### config.mk
export PLATFORM = sky130hd
export DESIGN_NAME = mem_ctrl
export DESIGN_NICKNAME = d
export VERILOG_FILES = /design/src/rtl/mem_ctrl.sv
export SDC_FILE = /design/constraint.sdc
export NUM_CORES = 1
export LEC_CHECK = 0
export BUFFER_PORTS_ARGS = -buffer_cell sky130_fd_sc_hd__buf_4
export CAP_MARGIN = 20
export CORE_ASPECT_RATIO = 0.6
export CORE_MARGIN = 2
export CORE_UTILIZATION = 55
export CTS_CLUSTER_DIAMETER = 200
export DETAILED_ROUTE_END_ITERATION = 10
export HOLD_SLACK_MARGIN = 0.15
export PLACE_DENSITY = 0.92
export SLEW_MARGIN = 20
export SYNTH_ARGS = -nofsm -noshare
export SYNTH_HDL_FRONTEND = slang
export SYNTH_SLANG_ARGS = --single-unit
### constraint.sdc
create_clock -name clk -period 4.2 [get_ports clk]
set_input_delay 1.26 -clock clk [delete_from_list [all_inputs] [get_ports clk]]
set_output_delay 1.26 -clock clk [all_outputs]
set_load 0.05 [all_outputs]
### src/rtl/mem_ctrl.sv
// Shared byte-wide RAM port controller: arbitrates instruction fetch against
// ex_ls and serialises 1/2/4-byte little-endian accesses into byte cycles.
module mem_ctrl (
    input  logic        clk,
    input  logic        rst_n,
    input  logic        if_req,
    input  logic [31:0] if_addr,
    output logic        if_finish,
    output logic [31:0] if_data,
    input  logic        en_ls,
    input  logic        r_nw_in,
    input  logic [31:0] ls_addr,
    input  logic [7:0]  ls_size,
    input  logic [31:0] ls_data_in,
    output logic        finish,
    output logic [31:0] ls_data_out,
    output logic [31:0] ram_addr,
    output logic        ram_wr,
    output logic [7:0]  ram_dout,
    input  logic [7:0]  ram_din
);

    localparam logic READ_SIGNAL = 1'b1;

    typedef enum logic [1:0] {IDLE, XFER, DONE} state_t;
    typedef enum logic {OWN_IF, OWN_LS} owner_t;

    state_t      state, state_nxt;
    owner_t      owner, owner_nxt;
    owner_t      last_owner, last_owner_nxt;
    logic        is_read, is_read_nxt;
    logic [31:0] base, base_nxt;
    logic [2:0]  nbytes, nbytes_nxt;
    logic [2:0]  cnt, cnt_nxt;
    logic [31:0] wdata, wdata_nxt;
    logic [31:0] asm_q, asm_nxt;
    logic [31:0] ram_addr_nxt;
    logic        ram_wr_nxt;
    logic [7:0]  ram_dout_nxt;
    logic        finish_nxt, if_finish_nxt;
    logic [31:0] ls_data_out_nxt, if_data_nxt;
    logic        grant_ls;
    logic        xfer_end;
    logic [2:0]  cnt_inc;
    logic [1:0]  cap_idx;

    function automatic logic [2:0] size_decode(input logic [7:0] sz);
        if (sz == 8'd1)      return 3'd1;
        else if (sz == 8'd2) return 3'd2;
        else                 return 3'd4;
    endfunction

    always_comb begin
        state_nxt       = state;
        owner_nxt       = owner;
        last_owner_nxt  = last_owner;
        is_read_nxt     = is_read;
        base_nxt        = base;
        nbytes_nxt      = nbytes;
        cnt_nxt         = cnt;
        wdata_nxt       = wdata;
        asm_nxt         = asm_q;
        ram_addr_nxt    = ram_addr;
        ram_wr_nxt      = 1'b0;
        ram_dout_nxt    = ram_dout;
        finish_nxt      = 1'b0;
        if_finish_nxt   = 1'b0;
        ls_data_out_nxt = ls_data_out;
        if_data_nxt     = if_data;
        grant_ls        = 1'b0;
        xfer_end        = 1'b0;
        cnt_inc         = cnt + 3'd1;
        cap_idx         = cnt[1:0] - 2'd1;

        unique case (state)
            IDLE: begin
                if (en_ls || if_req) begin
                    grant_ls     = en_ls && (!if_req || last_owner == OWN_IF);
                    owner_nxt    = grant_ls ? OWN_LS : OWN_IF;
                    is_read_nxt  = grant_ls ? (r_nw_in == READ_SIGNAL) : 1'b1;
                    base_nxt     = grant_ls ? ls_addr : if_addr;
                    nbytes_nxt   = grant_ls ? size_decode(ls_size) : 3'd4;
                    wdata_nxt    = ls_data_in;
                    cnt_nxt      = '0;
                    asm_nxt      = '0;
                    ram_addr_nxt = base_nxt;
                    ram_wr_nxt   = !is_read_nxt;
                    ram_dout_nxt = ls_data_in[7:0];
                    state_nxt    = XFER;
                end
            end
            XFER: begin
                if (is_read) begin
                    // RAM returns byte k one cycle late, so cnt runs to N and captures byte cnt-1
                    if (cnt != 3'd0) asm_nxt[{cap_idx, 3'b000} +: 8] = ram_din;
                    if (cnt == nbytes) begin
                        xfer_end = 1'b1;
                    end else begin
                        cnt_nxt = cnt_inc;
                        if (cnt_inc < nbytes) ram_addr_nxt = base + {29'd0, cnt_inc};
                    end
                end else begin
                    if (cnt == nbytes - 3'd1) begin
                        xfer_end = 1'b1;
                    end else begin
                        cnt_nxt      = cnt_inc;
                        ram_addr_nxt = base + {29'd0, cnt_inc};
                        ram_wr_nxt   = 1'b1;
                        ram_dout_nxt = wdata[{cnt_inc[1:0], 3'b000} +: 8];
                    end
                end
                if (xfer_end) begin
                    state_nxt = DONE;
                    if (owner == OWN_LS) begin
                        finish_nxt      = 1'b1;
                        ls_data_out_nxt = asm_nxt;
                    end else begin
                        if_finish_nxt   = 1'b1;
                        if_data_nxt     = asm_nxt;
                    end
                end
            end
            DONE: begin
                state_nxt      = IDLE;
                last_owner_nxt = owner;
            end
            default: state_nxt = IDLE;
        endcase
    end

    always_ff @(posedge clk or negedge rst_n) begin
        if (!rst_n) begin
            state       <= IDLE;
            owner       <= OWN_IF;
            last_owner  <= OWN_IF;
            is_read     <= 1'b1;
            base        <= '0;
            nbytes      <= 3'd4;
            cnt         <= '0;
            wdata       <= '0;
            asm_q       <= '0;
            ram_addr    <= '0;
            ram_wr      <= 1'b0;
            ram_dout    <= '0;
            finish      <= 1'b0;
            if_finish   <= 1'b0;
            ls_data_out <= '0;
            if_data     <= '0;
        end else begin
            state       <= state_nxt;
            owner       <= owner_nxt;
            last_owner  <= last_owner_nxt;
            is_read     <= is_read_nxt;
            base        <= base_nxt;
            nbytes      <= nbytes_nxt;
            cnt         <= cnt_nxt;
            wdata       <= wdata_nxt;
            asm_q       <= asm_nxt;
            ram_addr    <= ram_addr_nxt;
            ram_wr      <= ram_wr_nxt;
            ram_dout    <= ram_dout_nxt;
            finish      <= finish_nxt;
            if_finish   <= if_finish_nxt;
            ls_data_out <= ls_data_out_nxt;
            if_data     <= if_data_nxt;
        end
    end

endmodule

==> metrics.txt <==
Synth Register Bits around 210; largest fanout on the critical path 14; EDFF count, synth 0; slack of the worst reg-to-reg path 0.67 ns; top cells by count, synth dfrtp_1, nand2_1, o21ai_0; Worst R2R Path Depth 10; Leakage 6.23 nW; Hold Startpoint wdata[25]; Initial DRC Count 1137; most frequent CP cell inv_1; max_slew headroom 0.280; TritonCTS clock tree yes; Cell Chain, Critical Path inv_1 > ha_1 > buf_4 > inv_1 > fa_1 > nand2b_1 > a2111oi_1 > a31o_2 > a21oi_1 > o31ai_1; total CTS buffers 21; Synth top area share 0.518; Reg-to-Reg Start cnt[1]; worst vdd ir 0.505 mV; sequential share of the synthesized area 0.524; Crit. End Element flip-flop; largest cells by area after synthesis dfrtp_1, nand2_1, o21ai_0; vias in the first global route 8341; hold-critical path depth 2; first-pass GRT wire length 45.4 mm; Yosys cell types 63; largest net degree at the start of global routing 100; CP arrival 3.94 ns; core box area 0.0182 mm^2; Row Count 38; fraction of registers with async set/reset 1.00; total track usage 0.292; Ports between 200 and 250; drt drc 0; worst slew pin tran between 1 and 1.5 ns; WS Path Type flip-flop to flip-flop; outcome complete, no violations; Max clock buf depth 3; Setup Skew about 0.01 ns; post-cts resize count 0; Syn-to-layout area delta 25.4%; Nets ~1.3k; P per Cell Area roughly 920 mW/mm^2; RSZ-0062 raised after global routing no; Congestion Overflow GR 0; root buf cell clkbuf_16; Detailed Route WL 28.7 mm; Crit path max-delay family compound AO/OA/AOI/OAI gates; slowest stage delay, CP about 0.97 ns; latest clock arrival within the worst-skew pair 0.50 ns; fin cells 1457; MaxCap Viol Count 0; most common cell in the netlist dfrtp_1; Die ar. 0.0197 mm^2; fin util 0.706; share of layout cells above drive strength 1 0.265; postcts setup bufs 0; Final Hold Fails 0; Initial Util 0.563; final worst setup slack 0.671 ns; per-cell routed wire length just under 20 um; Setup TNS 0 ns; hold endpoint wdata[25]; Buffers & Inverters on Critical Path 3; clk slew on worst S/H paths 0.07 ns; Final setup viols 0; most used flip-flop cell after synthesis dfrtp_1; reg2reg end ram_addr[24]; Final Max Tran Viols 0; mapped cell area ~0.010 mm^2; Hold Buf Count CTS 0; Worst EP required 4.61 ns; syn nets 1140; Clock Sinks 214; initial antenna violation count 0; Multi-input gate area 0.00457 mm^2; Final period util 0.840; RD Place Congestion 0.920; setup slack after placement 0.769 ns; Tmin final 3.53 ns; via count 8778; upper clock frequency limit 283 MHz; Post-Synthesis Cells 1009; area leader, netlist dfrtp_1; yosys warns 0; diode count 0; Post-DP HPWL slightly above 20 mm; CP startpoint kind flip-flop; Placed Cells 1419; Die Ht around 110 um; DRT Pass-1 Iters 5; ANT nets after route 0; Syn Area/Cell around 10 um^2; Clock H-tree levels 1; worst min path class flip-flop to flip-flop; Slowest cell on crit path a2111oi_1; Fill cells between 1k and 1.5k; chip width 180 um; PortBufs 223; register area between 0.005 and 0.006 mm^2; via/cell ratio 6.02
[layout make-up]
class | instances | share of cell area
sequential | 214 | 0.418
multi-input combinational | 711 | 0.356
timing repair buffer | 238 | 0.143
clock buffer | 31 | 0.0494
tap | 240 | 0.0234
clock inverter | 7 | 0.00595
inverter | 16 | 0.00468
[tightest hold or removal path: stages (launching register included)]
cell     delay (ns)
dfrtp_1        0.34
nand2_1        0.05
nand2_1        0.06
[cell usage in the layout (no fill, tap or decap), drive strengths merged, types with 4 or more instances in the layout]
master,synthesis,final
a211oi,7,7
a21o,5,5
a21oi,49,49
a221o,4,4
a22o,44,44
a22oi,16,16
a31oi,5,5
and2,11,11
and3,12,12
and4,4,4
buf,30,237
clkbuf,38,32
dfrtp,212,212
ha,13,13
inv,16,18
mux2,22,22
mux2i,46,46
mux4,8,8
nand2,185,185
nand2b,7,7
nand3,16,16
nand4,16,16
nor2,48,48
nor2b,6,6
nor3,8,8
nor4,6,6
o211ai,4,4
o21a,4,4
o21ai,106,106
o31ai,15,15
xnor2,10,10
[worst max-delay path by stage]
stage           start           end  slack (ns)  cells after the start
2_1_floorplan  cnt[0]  ram_addr[24]        1.23                      9
3_3_place_gp   cnt[1]  ram_addr[26]        0.91                     10
3_5_place_dp   cnt[1]  ram_addr[24]        0.77                     10
4_1_cts        cnt[1]  ram_addr[30]        0.72                     10
5_1_grt        cnt[1]  ram_addr[26]        0.39                     10
6_report       cnt[1]  ram_addr[24]        0.67                     10
[metrics by stage]
stage,power (mW),instance area (um^2),hold slack [ns]
2_1_floorplan,7.90,10200,0.440
3_5_place_dp,9.78,12100,0.461
5_1_grt,12.5,12800,0.503
3_3_place_gp,9.55,12100,0.454
6_report,11.8,12800,0.475
4_1_cts,11.7,12800,0.476
[per-layer routing]
layer,track usage,up-vias,part of all wire
li1,-,3985,-
met1,0.449,4290,0.46
met2,0.429,461,0.43
met3,0.0639,42,0.094
met4,0.0588,0,0.014
met5,0,-,0
[flip-flops by register name (all words and copies together) (netlist names)]
signal / count
owner: 1
is_read: 1
if_finish: 1
if_data: 32
state: 2
finish: 1
ram_dout: 8
cnt: 3
nbytes: 3
ls_data_out: 32
asm_q: 32
ram_addr: 32
ram_wr: 1
wdata: 32
base: 32
last_owner: 1
[power breakdown]
part / internal, mW / switching (mW)
Combinational: 2.08 / 4.08
Clock: 1.11 / 0.818
Sequential: 2.96 / 0.710
Total: 6.16 / 5.60
[logic make-up after synthesis]
group / after synthesis / share of synthesized area
flip-flops: 214 / 0.524
multiplexers: 76 / 0.0868
XOR/XNOR: 14 / 0.0133
buffers and inverters: 84 / 0.0351
AO/OA/AOI/OAI: 279 / 0.178
adder cells (fa/ha/maj): 14 / 0.0179
AND/OR/NAND/NOR: 328 / 0.145
(Power assumes the default switching activity.)
